### config.mk
export PLATFORM = sky130hd
export DESIGN_NAME = div_unit
export DESIGN_NICKNAME = d
export VERILOG_FILES = /design/src/rtl/div_unit.sv
export SDC_FILE = /design/constraint.sdc
export NUM_CORES = 1
export LEC_CHECK = 0
export CORE_ASPECT_RATIO = 0.7
export CORE_MARGIN = 2
export CORE_UTILIZATION = 35
export CTS_BUF_LIST = sky130_fd_sc_hd__clkbuf_2
export DETAILED_ROUTE_END_ITERATION = 8
export DONT_BUFFER_PORTS = 1
export HOLD_SLACK_MARGIN = 0.15
export PLACE_DENSITY = 0.58
export RECOVER_POWER = 50
export SETUP_SLACK_MARGIN = 0.4
export SLEW_MARGIN = 15
export SYNTH_ARGS = -nofsm -noshare
export SYNTH_HDL_FRONTEND = slang
export SYNTH_SLANG_ARGS = --single-unit
### constraint.sdc
create_clock -name clk -period 8.7 [get_ports clk]
set_input_delay 0.435 -clock clk [delete_from_list [all_inputs] [get_ports clk]]
set_output_delay 0.435 -clock clk [all_outputs]
set_load 0.1 [all_outputs]
### src/rtl/div_unit.sv
// ---------------------------------------------------------------------------
// div_unit
//
// Multi-cycle restoring integer divider for the DIV/DIVU instructions.
// The execute stage raises start_i with the operands and keeps it high
// (stalling) until ready_o comes back. The unit then holds the registered
// {remainder, quotient} result for as long as start_i stays high. When
// start_i drops, the unit returns to idle.
//
// One trial subtraction is performed per clock, so a normal division takes
// WIDTH cycles. A zero divisor is recognised immediately and finishes in
// two cycles with an all-zero result.
//
// Ports
//   clk          : clock, all state changes on the rising edge
//   rst          : synchronous active-high reset
//   signed_div_i : 1 = two's-complement division, 0 = unsigned
//   opdata1_i    : dividend, sampled together with start_i
//   opdata2_i    : divisor, sampled together with start_i
//   start_i      : request, held high until ready_o is observed
//   annul_i      : abort the operation in flight (flush/exception)
//   result_o     : {remainder, quotient}; the remainder goes to HI and the
//                  quotient goes to LO
//   ready_o      : high while result_o is valid
// ---------------------------------------------------------------------------
module div_unit #(
    parameter int WIDTH = 32
) (
    input  logic                 clk,
    input  logic                 rst,
    input  logic                 signed_div_i,
    input  logic [WIDTH-1:0]     opdata1_i,
    input  logic [WIDTH-1:0]     opdata2_i,
    input  logic                 start_i,
    input  logic                 annul_i,
    output logic [2*WIDTH-1:0]   result_o,
    output logic                 ready_o
);

    localparam int CNT_W = (WIDTH > 2) ? $clog2(WIDTH) : 1;
    localparam logic [CNT_W-1:0] LAST_ITER = CNT_W'(WIDTH - 1);

    typedef enum logic [1:0] {
        FREE,
        BYZERO,
        ON,
        END
    } state_t;

    state_t             state_q, state_d;
    logic [CNT_W-1:0]   cnt_q, cnt_d;
    logic [WIDTH-1:0]   divisor_q, divisor_d;
    logic [WIDTH-1:0]   rem_q, rem_d;
    logic [WIDTH-1:0]   quo_q, quo_d;
    logic               neg_quo_q, neg_quo_d;
    logic               neg_rem_q, neg_rem_d;
    logic [2*WIDTH-1:0] result_q, result_d;
    logic               ready_q, ready_d;

    // Operand magnitudes, used only when a new operation is accepted.
    // The most negative value maps onto itself. Read as unsigned, that is
    // its true magnitude, so MIN / -1 wraps to MIN with no special case.
    logic               op1_neg, op2_neg;
    logic [WIDTH-1:0]   op1_mag, op2_mag;

    // One restoring step. The running remainder is always below the
    // divisor, so the shifted value fits in WIDTH+1 bits. The trial
    // difference also fits in WIDTH+1 bits, and its top bit is the borrow.
    logic [WIDTH:0]     rem_shift;
    logic [WIDTH:0]     trial;
    logic [WIDTH-1:0]   rem_step;
    logic [WIDTH-1:0]   quo_step;
    logic [WIDTH-1:0]   quo_final;
    logic [WIDTH-1:0]   rem_final;

    // Datapath for a single iteration and the sign fix-up of its outcome.
    always_comb begin
        op1_neg   = signed_div_i & opdata1_i[WIDTH-1];
        op2_neg   = signed_div_i & opdata2_i[WIDTH-1];
        op1_mag   = op1_neg ? (~opdata1_i + 1'b1) : opdata1_i;
        op2_mag   = op2_neg ? (~opdata2_i + 1'b1) : opdata2_i;

        rem_shift = {rem_q, quo_q[WIDTH-1]};
        trial     = rem_shift - {1'b0, divisor_q};
        rem_step  = trial[WIDTH] ? rem_shift[WIDTH-1:0] : trial[WIDTH-1:0];
        quo_step  = {quo_q[WIDTH-2:0], ~trial[WIDTH]};

        quo_final = neg_quo_q ? (~quo_step + 1'b1) : quo_step;
        rem_final = neg_rem_q ? (~rem_step + 1'b1) : rem_step;
    end

    // Next-state logic for the control FSM and every register it owns.
    // annul_i is tested first in each busy state, so it overrides both
    // completion and a held start_i.
    always_comb begin
        state_d   = state_q;
        cnt_d     = cnt_q;
        divisor_d = divisor_q;
        rem_d     = rem_q;
        quo_d     = quo_q;
        neg_quo_d = neg_quo_q;
        neg_rem_d = neg_rem_q;
        result_d  = result_q;
        ready_d   = ready_q;

        unique case (state_q)
            FREE: begin
                if (start_i && !annul_i) begin
                    if (opdata2_i == '0) begin
                        state_d = BYZERO;
                    end else begin
                        state_d   = ON;
                        divisor_d = op2_mag;
                        rem_d     = '0;
                        quo_d     = op1_mag;
                        cnt_d     = '0;
                        neg_quo_d = op1_neg ^ op2_neg;
                        neg_rem_d = op1_neg;
                    end
                end
            end

            BYZERO: begin
                if (annul_i) begin
                    state_d  = FREE;
                    result_d = '0;
                    ready_d  = 1'b0;
                end else begin
                    state_d  = END;
                    result_d = '0;
                    ready_d  = 1'b1;
                end
            end

            ON: begin
                if (annul_i) begin
                    state_d  = FREE;
                    result_d = '0;
                    ready_d  = 1'b0;
                end else begin
                    rem_d = rem_step;
                    quo_d = quo_step;
                    cnt_d = cnt_q + 1'b1;
                    if (cnt_q == LAST_ITER) begin
                        state_d  = END;
                        result_d = {rem_final, quo_final};
                        ready_d  = 1'b1;
                    end
                end
            end

            END: begin
                if (annul_i || !start_i) begin
                    state_d  = FREE;
                    result_d = '0;
                    ready_d  = 1'b0;
                end
            end

            default: begin
                state_d  = FREE;
                result_d = '0;
                ready_d  = 1'b0;
            end
        endcase
    end

    // State register with synchronous reset.
    always_ff @(posedge clk) begin
        if (rst) begin
            state_q   <= FREE;
            cnt_q     <= '0;
            divisor_q <= '0;
            rem_q     <= '0;
            quo_q     <= '0;
            neg_quo_q <= 1'b0;
            neg_rem_q <= 1'b0;
            result_q  <= '0;
            ready_q   <= 1'b0;
        end else begin
            state_q   <= state_d;
            cnt_q     <= cnt_d;
            divisor_q <= divisor_d;
            rem_q     <= rem_d;
            quo_q     <= quo_d;
            neg_quo_q <= neg_quo_d;
            neg_rem_q <= neg_rem_d;
            result_q  <= result_d;
            ready_q   <= ready_d;
        end
    end

    assign result_o = result_q;
    assign ready_o  = ready_q;

endmodule

[Word-level counts from Yosys, hierarchy flattened]
Cells that the tools add are included.
Word-level totals
  output and inout port bits: 65
  word-level logic and storage cells: 78
  input port bits: 69
  register bits after elaboration: 170
Cells by class
  muxes and demuxes: 33
  reductions and logical operators: 12
  equality and inequality tests: 9
  add/sub/neg operators: 6
  bitwise logic cells: 9
Operators with widths (count)
  two-way mux 32 bit: 11
  two-way mux 64 bit: 3
  case mux 64 bit (3 select lines): 1
  adder 32 x 1 -> 32 bit (second input constant): 4
  inverter 32 bit: 4
  case mux 32 bit (2 select lines): 2
  subtractor 33 x 32 -> 33 bit: 1
  zero test 32 bit: 1
  two-way mux 5 bit: 3
  two-way mux 2 bit: 6
  case mux 5 bit (2 select lines): 1
  AND reduction 3 bit: 3
  inequality test 2 bit (second input constant): 4
  case mux 2 bit (4 select lines): 1
  adder 5 x 1 -> 5 bit (second input constant): 1
  equality test 5 bit (second input constant): 1
  equality test 2 bit (second input constant): 2
  two-way mux 1 bit: 4
  AND reduction 4 bit: 1
  inequality test 3 bit (second input constant): 1
  case mux 1 bit (3 select lines): 1
  nonzero test 3 bit: 1
  AND 1 bit: 2
  equality test 2 x 1 -> 1 bit (second input constant): 1
  other kinds (7): 9

[Depth between registers and ports, before layout]
Gate-level depths: netlist of run 1.
  depth after elaboration: 8
  mapped depth: 23
  mapped depth without buffers: 21

[Worst setup path before layout of run 1]
Ideal clock, no wire load.
  kind: register to register
  start point: register quo_q[31]
  end point: register result_q[60], in the netlist result_o[60]
  path slack: 4204 ps
  period minus slack after synthesis: 4496 ps
  data required time: 8575 ps
  path buffers: 3
  data arrival time: 4371 ps
  stages on the path, launching flop included: 22
  setup time: 125 ps
  cells stage by stage: dfxtp_1 inv_1 ha_1 inv_1 fa_1 a211oi_1 o211ai_1 nand2_1 a21oi_2 a21o_1 nor2_2 buf_2 buf_2 buf_2 mux2i_1 ha_1 nand3_1 mux2_2 o31a_1 a221oi_1 xnor2_1 o21ai_1
On the way
  cells in the longest elaborated chain, start to end: 8
Ends and longest elaborated chain
  start, declared: RTL line 54  | logic [WIDTH-1:0] quo_q, quo_d;
  start signal, assigned: RTL line 185  | quo_q <= quo_d;
  subtractor 33 x 32 -> 33 bit: RTL line 84  | trial = rem_shift - {1'b0, divisor_q};
  two-way mux 32 bit *: RTL line 85  | rem_step = trial[WIDTH] ? rem_shift[WIDTH-1:0] : trial[WIDTH-1:0];
  inverter 32 bit: RTL line 89  | rem_final = neg_rem_q ? (~rem_step + 1'b1) : rem_step;
  adder 32 x 1 -> 32 bit: RTL line 89
  two-way mux 32 bit *: RTL line 89
  two-way mux 64 bit *: RTL line 144  | if (cnt_q == LAST_ITER) begin
  two-way mux 64 bit *: RTL line 136  | if (annul_i) begin
  case mux 64 bit (3 select lines) *: RTL line 106  | unique case (state_q)
  end signal, assigned: RTL line 188  | result_q <= result_d;
  end, declared: RTL line 57  | logic [2*WIDTH-1:0] result_q, result_d;
Every way passes the cells marked *; elsewhere a longest branch is shown, timed or not. The select of a mux whose other input is x is not followed.
A chain may end at the register's enable or synchronous reset.

[Worst setup path in the final report of run 1]
  start point: input port opdata2_i[0]
  end point: register rem_q[13]
On the way
  cells in the longest elaborated chain, start to end: 3
Ends and longest elaborated chain
  start, declared: RTL line 33  | input logic [WIDTH-1:0] opdata2_i,
  zero test 32 bit: RTL line 109  | if (opdata2_i == '0) begin
  inequality test 2 bit (no source line)
  AND reduction 4 bit (no source line)
  end signal, assigned: RTL line 184  | rem_q <= rem_d;
  end, declared: RTL line 53  | logic [WIDTH-1:0] rem_q, rem_d;
No other way between the ends.

==> results of run 1 <==
==> what timing repair did <==
item                                   in CTS  in global routing
setup buffers                               0                  0
hold buffers                              115                  0
endpoints found under the hold margin     170                  0
==> stage by stage <==
| step | instance area (µm²) | cells | power, mW |
|---|---|---|---|
| 2_1_floorplan | 11600 | 1530 | 1.93 |
| 3_3_place_gp | 11900 | 1880 | 2.30 |
| 3_5_place_dp | 11900 | 1880 | 2.30 |
| 4_1_cts | 13300 | 2027 | 2.83 |
| 5_1_grt | 13300 | 2029 | 3.03 |
| 6_report | 13300 | 2029 | 2.86 |
==> worst min path at each step <==
stage                              from             to  slack [ns]
final                     opdata1_i[18]      quo_q[31]        0.23
after global routing      opdata1_i[18]      quo_q[26]        0.17
after CTS                 opdata2_i[11]  divisor_q[13]        0.15
after detailed placement  divisor_q[27]  divisor_q[27]        0.45
after global placement    divisor_q[27]  divisor_q[27]        0.44
after floorplan           divisor_q[27]  divisor_q[27]        0.43
==> critical path: stages <==
cell,delay [ns]
dlygate4sd3_1,0.57
inv_1,0.09
ha_1,0.19
nand2_1,0.06
nor3_1,0.39
and3_1,0.34
nand3_1,0.18
nor3_1,0.31
or2_2,0.17
clkbuf_1,2.05
a21oi_4,0.05
clkbuf_1,0.99
a22oi_1,0.47
nor2_1,0.07
dlygate4sd3_1,0.57
==> placed cells by master (no fill, tap or decap), types with 12 or more instances in the layout <==
master and n:
a21o_1 12, clkbuf_2 18, or3_1 14, a222oi_1 18
o21ai_0 79, nor3_1 32, a211oi_1 33, xnor2_1 68
nand2_1 134, dlygate4sd3_1 114, o31ai_1 21, o21ai_1 14
ha_1 42, nor4_1 25, a21oi_1 107, mux2i_1 25
dfxtp_1 170, a22oi_1 71, nand3_1 22, inv_1 63
and2_1 14, xor2_1 63, or4_1 16, nor2_1 225
==> cells in the mapped netlist (all sizes together) (14+ instances only) <==
| master | n |
|---|---|
| a211oi | 33 |
| inv | 64 |
| clkbuf | 68 |
| o31ai | 22 |
| nor4 | 26 |
| mux2i | 25 |
| ha | 42 |
| nand2 | 134 |
| xor2 | 63 |
| xnor2 | 68 |
| nor3 | 33 |
| or3 | 15 |
| a21oi | 112 |
| o21ai | 95 |
| nor2 | 228 |
| a22oi | 71 |
| nand3 | 22 |
| a222oi | 18 |
| buf | 19 |
| or4 | 16 |
| and2 | 14 |
| dfxtp | 170 |
==> layout make-up <==
type	count	area [µm²]	share of cell area, %
repair buffers	125	1230	9.27
inverters	64	240	1.81
well taps	427	534	4.02
clock buffers	18	90.1	0.677
flip-flops and latches	170	3400	25.6
diodes	2	5.00	0.0376
multi-input cells	1209	7650	57.5
clock inverters	14	146	1.10
==> metal layers <==
layer  up-vias  GRT usage [%]  wire (µm)
li1       5665              -          -
met1      5676           36.2      20700
met2       531           33.5      16800
met3        44           6.20       4160
met4         0           4.76        406
met5         -              0          0
==> power breakdown <==
group	switching [mW]	internal, mW	leakage, nW
clock network	0.320	0.135	0.143
logic	0.965	0.493	3.39
registers	0.104	0.841	1.38
==> cells by family after synthesis <==
| kind of cell | share of synthesized area [%] |
|---|---|
| compound gates | 26.3 |
| flops | 29.3 |
| mux | 2.64 |
| xor+xnor | 9.88 |
| buf+inv | 5.09 |
| simple gates | 22.1 |
| fa+ha+maj | 4.70 |
==> flip-flops by register name, indices dropped and copies added, names as in the netlist <==
signal / count
cnt_q: 5
divisor_q: 32
state_q: 2
quo_q: 32
ready_o: 1
result_o: 64
neg_rem_q: 1
neg_quo_q: 1
rem_q: 32
==> flow_summary.yaml, run 1 <==
run_status:
  status: "finished with violations"
  violations: "design-rule violations, max-capacitance violations, max-slew violations"
sta:
  min_period_ns: 6.16
  slew_headroom_pct: -94.1
  max_freq_mhz: 162
  finClkSkew_ns: 0.0707
  fin_crit_sh_pct: 70.8
  hold_violations: 0
  slew_viol_final: 169
  setup_viol: 0
  worst_slew_pin_slew_ns: 2.91
  rsz0062_at_grt: "no"
  fin_ws_ns: 2.54
  final.setup.tns_ns: 0
  holdWs_ns: 0.231
synth:
  synthTopCellsByArea: "dfxtp_1 29%, nor2_1 7.3%, xnor2_1 5.1%, xor2_1 4.8%, a21oi_1 4.7%"
  ys_warn_count: 0
  synth_top_area_cell: "dfxtp_1"
  yosys_most_used_dff: "dfxtp_1"
  synth_seq_cells: 170
  async_reset_ff_share_pct: 0
  synth_cell_types: 82
  yosysSeqAreaShare_pct: 29.3
  syn_inst: 1530
  netlist.area_leader.share_pct: 29.3
  syn_area_um2: 11600
  synth_nets: 1642
  synth-edff-count: 0
  syn_area_per_cell_um2: 7.59
cts:
  cts.path.max_buffers: 2
  root_buffer: "clkbuf_2"
  clock_latency_ns: 0.89
  cts_buffers: 17
  cts.sinks: 170
  ctsHtreeMaxLevel: 4
  cts_tree: "built"
  clkTransAtPathRegs_ns: 0.32
  cts.repair.resized: 0
placement:
  dp.final_hpwl_mm: 31.2
  place_ws_ns: 3.59
  numPortBuffers: 0
  gp_congestion: 0.934
routing:
  vias: 11916
  drc: 4
  wire_per_inst_um: 20.7
  ant_nets: 0
  routed_wl_mm: 42.0
  drt_pass1_iterations: 9
  viasPerCell: 5.87
  drtIter0Drc: 1417
worst_setup_path:
  worstSetupPathType: "input pin to register"
  startpoint: "opdata2_i[0]"
  rrSetupSlack_ns: 3.23
  reg2reg_depth: 10
  timing.rr.end: "rem_q[13]"
  required_ns: 9.54
  critical_path.endpoint: "rem_q[13]"
  reg2reg_from: "state_q[1]"
  crit_arrival_ns: 7.00
  end_kind: "register"
  startpoint_type: "input pin"
  path_max_fanout: 61
global_route:
  grt_pass1_wl_mm: 64.7
  grt_max_degree: 146
  antenna_found_initial: 2
  grt_usage_pct: 23.9
  first_global_vias: 10859
  grt_overflow: 0
finish:
  drive_above_1_share_pct: 4.75
  num-fill-cells: 3325
  final_util_pct: 41.0
  syn2layout_area_growth_pct: 14.6
  nNetsFinal: 1699
floorplan:
  core_area_um2: 32500
  row_count: 55
  die_area_um2: 34700
  die_w_um: 222
  start_util_pct: 35.7
  die_height_um: 156
  io_pins: 134
min_path:
  hold_path.class: "input pin to register"
  hold-path-cell-count: 5
power:
  p_leak_nw: 4.91
  power_density_nw_per_um2: 215
  ir_drop_mv: 0.161
flow_run:
  drv_cap: 4
(Power assumes the default switching activity.)
==> run 2: changes to the inputs <==
--- a/config.mk
+++ b/config.mk
@@ -5,6 +5,7 @@
 export SDC_FILE = /design/constraint.sdc
 export NUM_CORES = 1
 export LEC_CHECK = 0
+export ABC_AREA = 1
 export CORE_ASPECT_RATIO = 0.7
 export CORE_MARGIN = 2
 export CORE_UTILIZATION = 35
@@ -12,7 +13,7 @@
 export DETAILED_ROUTE_END_ITERATION = 8
 export DONT_BUFFER_PORTS = 1
 export HOLD_SLACK_MARGIN = 0.15
-export PLACE_DENSITY = 0.58
+export PLACE_DENSITY = 0.6
 export RECOVER_POWER = 50
 export SETUP_SLACK_MARGIN = 0.4
 export SLEW_MARGIN = 15
==> constraint.sdc (replaced) <==
create_clock -name clk -period 5.1 [get_ports clk]
set_input_delay 0.255 -clock clk [delete_from_list [all_inputs] [get_ports clk]]
set_output_delay 0.255 -clock clk [all_outputs]
set_load 0.1 [all_outputs]
==> flow_summary.yaml, run 2 <==
cts:
  cts_buffers: 17
  cts.path.max_buffers: 2
  cts_setup_buffers: 0
  cts_tree: "built"
  root_buffer: "clkbuf_2"
  clock_latency_ns: 0.88
  cts.sinks: 170
  ctsHtreeMaxLevel: 4
  clkTransAtPathRegs_ns: 0.27
synth:
  netlist.area_leader.share_pct: 27.2
  async_reset_ff_share_pct: 0
  ys_warn_count: 0
  syn_inst: 2071
  synth_cell_types: 53
  synth_seq_cells: 170
  synth_top_area_cell: "dfxtp_1"
  yosysMostFrequentCell: "nand2_1"
  yosysSeqAreaShare_pct: 27.2
  syn_area_per_cell_um2: 6.05
  yosys_most_used_dff: "dfxtp_1"
  synth-edff-count: 0
  synthTopCellsByArea: "dfxtp_1 27%, nand2_1 19%, inv_1 8.0%, a21oi_1 7.6%, nor2_1 5.1%"
  synth_top_cells_by_count: "649 x nand2_1, 268 x inv_1, 190 x a21oi_1"
  syn_area_um2: 12500
  synth_nets: 2183
worst_setup_path:
  path_delay_family: "buffers and inverters"
  worstSetupPathType: "input pin to register"
  path_max_fanout: 62
  critPathSlowestCell: "inv_2"
  startpoint_type: "input pin"
  crit_path_max_incr_delay_ns: 0.87
  path_buf_inv: 9
  required_ns: 5.91
  crit_arrival_ns: 5.17
  cp_cell_sequence: "dlygate4sd3_1 -> inv_1 -> ha_1 -> nand2_1 -> nor3_1 -> nand2_1 -> inv_1 -> nand4_1 -> dlygate4sd3_1 -> nor2_1 -> nor2_1 -> inv_1 -> nor2_4 -> inv_1 -> buf_4 -> o21ai_0 -> nand2_2 -> inv_2 -> nand2_1 -> inv_2 -> nand2_1 -> a21oi_1"
  end_kind: "register"
global_route:
  grt_usage_pct: 23.3
  grt_pass1_wl_mm: 69.3
  grt_overflow: 0
  antenna_found_initial: 1
  grt_max_degree: 134
  first_global_vias: 12379
sta:
  setup_viol: 0
  finClkSkew_ns: 0.0485
  slew_headroom_pct: -34.6
  rsz0062_at_grt: "no"
  holdWs_ns: 0.278
  worst_slew_pin_slew_ns: 2.02
  max_freq_mhz: 229
  slew_viol_final: 66
  hold_violations: 0
  final.setup.tns_ns: 0
  fin_crit_sh_pct: 85.4
  min_period_ns: 4.36
power:
  swShare_pct: 40.7
  power_frac_seq_pct: 44.7
  comb_power_share_pct: 33.3
  power_density_nw_per_um2: 225
  p_clk_share_pct: 21.9
  p_leak_nw: 6.82
  switchingPower_mw: 1.32
  internal-power_mw: 1.93
  ir_drop_mv: 0.155
floorplan:
  die_height_um: 162
  start_util_pct: 35.8
  die_w_um: 230
  die_area_um2: 37400
  io_pins: 134
  core_area_um2: 35000
  row_count: 57
routing:
  viasPerCell: 5.12
  drt_pass1_iterations: 6
  drtIter0Drc: 1417
  vias: 13546
  wire_per_inst_um: 16.4
  ant_nets: 0
  drc: 0
  routed_wl_mm: 43.5
finish:
  syn2layout_area_growth_pct: 15.5
  largest_reg_flops: 64
  final_common_cell: "nand2_1"
  nNetsFinal: 2274
  drive_above_1_share_pct: 5.61
  final_cell_mix: "648 x nand2_1, 268 x inv_1, 189 x a21oi_1, 170 x nor2_1, 170 x dfxtp_1"
placement:
  gp_congestion: 0.920
  numPortBuffers: 0
  dp.final_hpwl_mm: 32.9
min_path:
  hold_path.class: "input pin to register"
run_status:
  violations: "max-capacitance violations, max-slew violations"
  status: "finished with violations"
flow_run:
  drv_cap: 1
==> run 2: final timing paths <==
check | from | end | slack [ns] | cells past startpoint
max | opdata2_i[1] | quo_q[17] | 0.74 | 22
min reg2reg | divisor_q[17] | divisor_q[17] | 0.49 | 2
min | opdata2_i[17] | divisor_q[17] | 0.28 | 5
max reg2reg | quo_q[31] | result_o[24] | 0.84 | 27
==> run 2: per-stage QoR <==
| stage | worst slack [ns] | cells | util (%) | total power [mW] | area (µm²) |
|---|---|---|---|---|---|
| 6_report | 0.742 | 2647 | 41.3 | 3.25 | 14500 |
| 4_1_cts | 0.819 | 2646 | 41.3 | 3.25 | 14500 |
| 2_1_floorplan | 1.25 | 2071 | - | 2.16 | 12500 |
| 3_5_place_dp | 0.886 | 2478 | 36.7 | 2.39 | 12900 |
| 5_1_grt | 0.364 | 2647 | 41.3 | 3.45 | 14500 |
| 3_3_place_gp | 1.01 | 2478 | 36.7 | 2.38 | 12900 |
==> run 2: per-layer routing <==
metal	wire length (µm)	GRT usage, %
met5	0	0
met4	600	5.13
met3	3160	3.74
met2	17400	33.3
met1	22300	36.1
==> run 2: final cells by class <==
cell class | count | area [µm²]
Fill cell | 3789 | 20500
Multi-Input combinational cell | 1545 | 7760
Sequential cell | 170 | 3400
Timing Repair Buffer | 146 | 1450
Inverter | 282 | 1060
Tap cell | 472 | 591
Clock inverter | 14 | 123
Clock buffer | 17 | 85.1
Antenna cell | 1 | 2.50
==> run 2: power by group through the flow <==
| stage | clock network [mW] | logic [mW] | registers [mW] |
|---|---|---|---|
| final | 0.713 | 1.08 | 1.45 |
| after global routing | 0.788 | 1.20 | 1.46 |
| after CTS | 0.740 | 1.06 | 1.45 |
| after detailed placement | 0 | 0.911 | 1.48 |
| after global placement | 0 | 0.907 | 1.47 |
| after floorplan | 0 | 0.710 | 1.45 |
==> run 2: logic make-up (layout without fill, tap and decap cells) <==
kind of cell | Yosys count | after routing | synth area share [%]
AO/OA/AOI/OAI | 348 | 348 | 15.3
AND/OR/NAND/NOR | 1077 | 1077 | 36.7
other | 0 | 1 | 0
buffers and inverters | 356 | 459 | 11.2
adder cells (fa/ha/maj) | 43 | 43 | 4.35
XOR/XNOR | 77 | 77 | 5.38
flip-flops | 170 | 170 | 27.2
==> run 2: worst min-delay path: stages <==
cell and delay, ns:
dlygate4sd3_1 0.57, xnor2_1 0.13, nand2_1 0.09, nand2_1 0.08, a21oi_1 0.04
==> run 2: what timing repair did <==
action,4_1_cts,5_1_grt
hold buffers,137,0
setup endpoints to repair,0,5
resized for setup,0,3
endpoints found under the hold margin,170,0
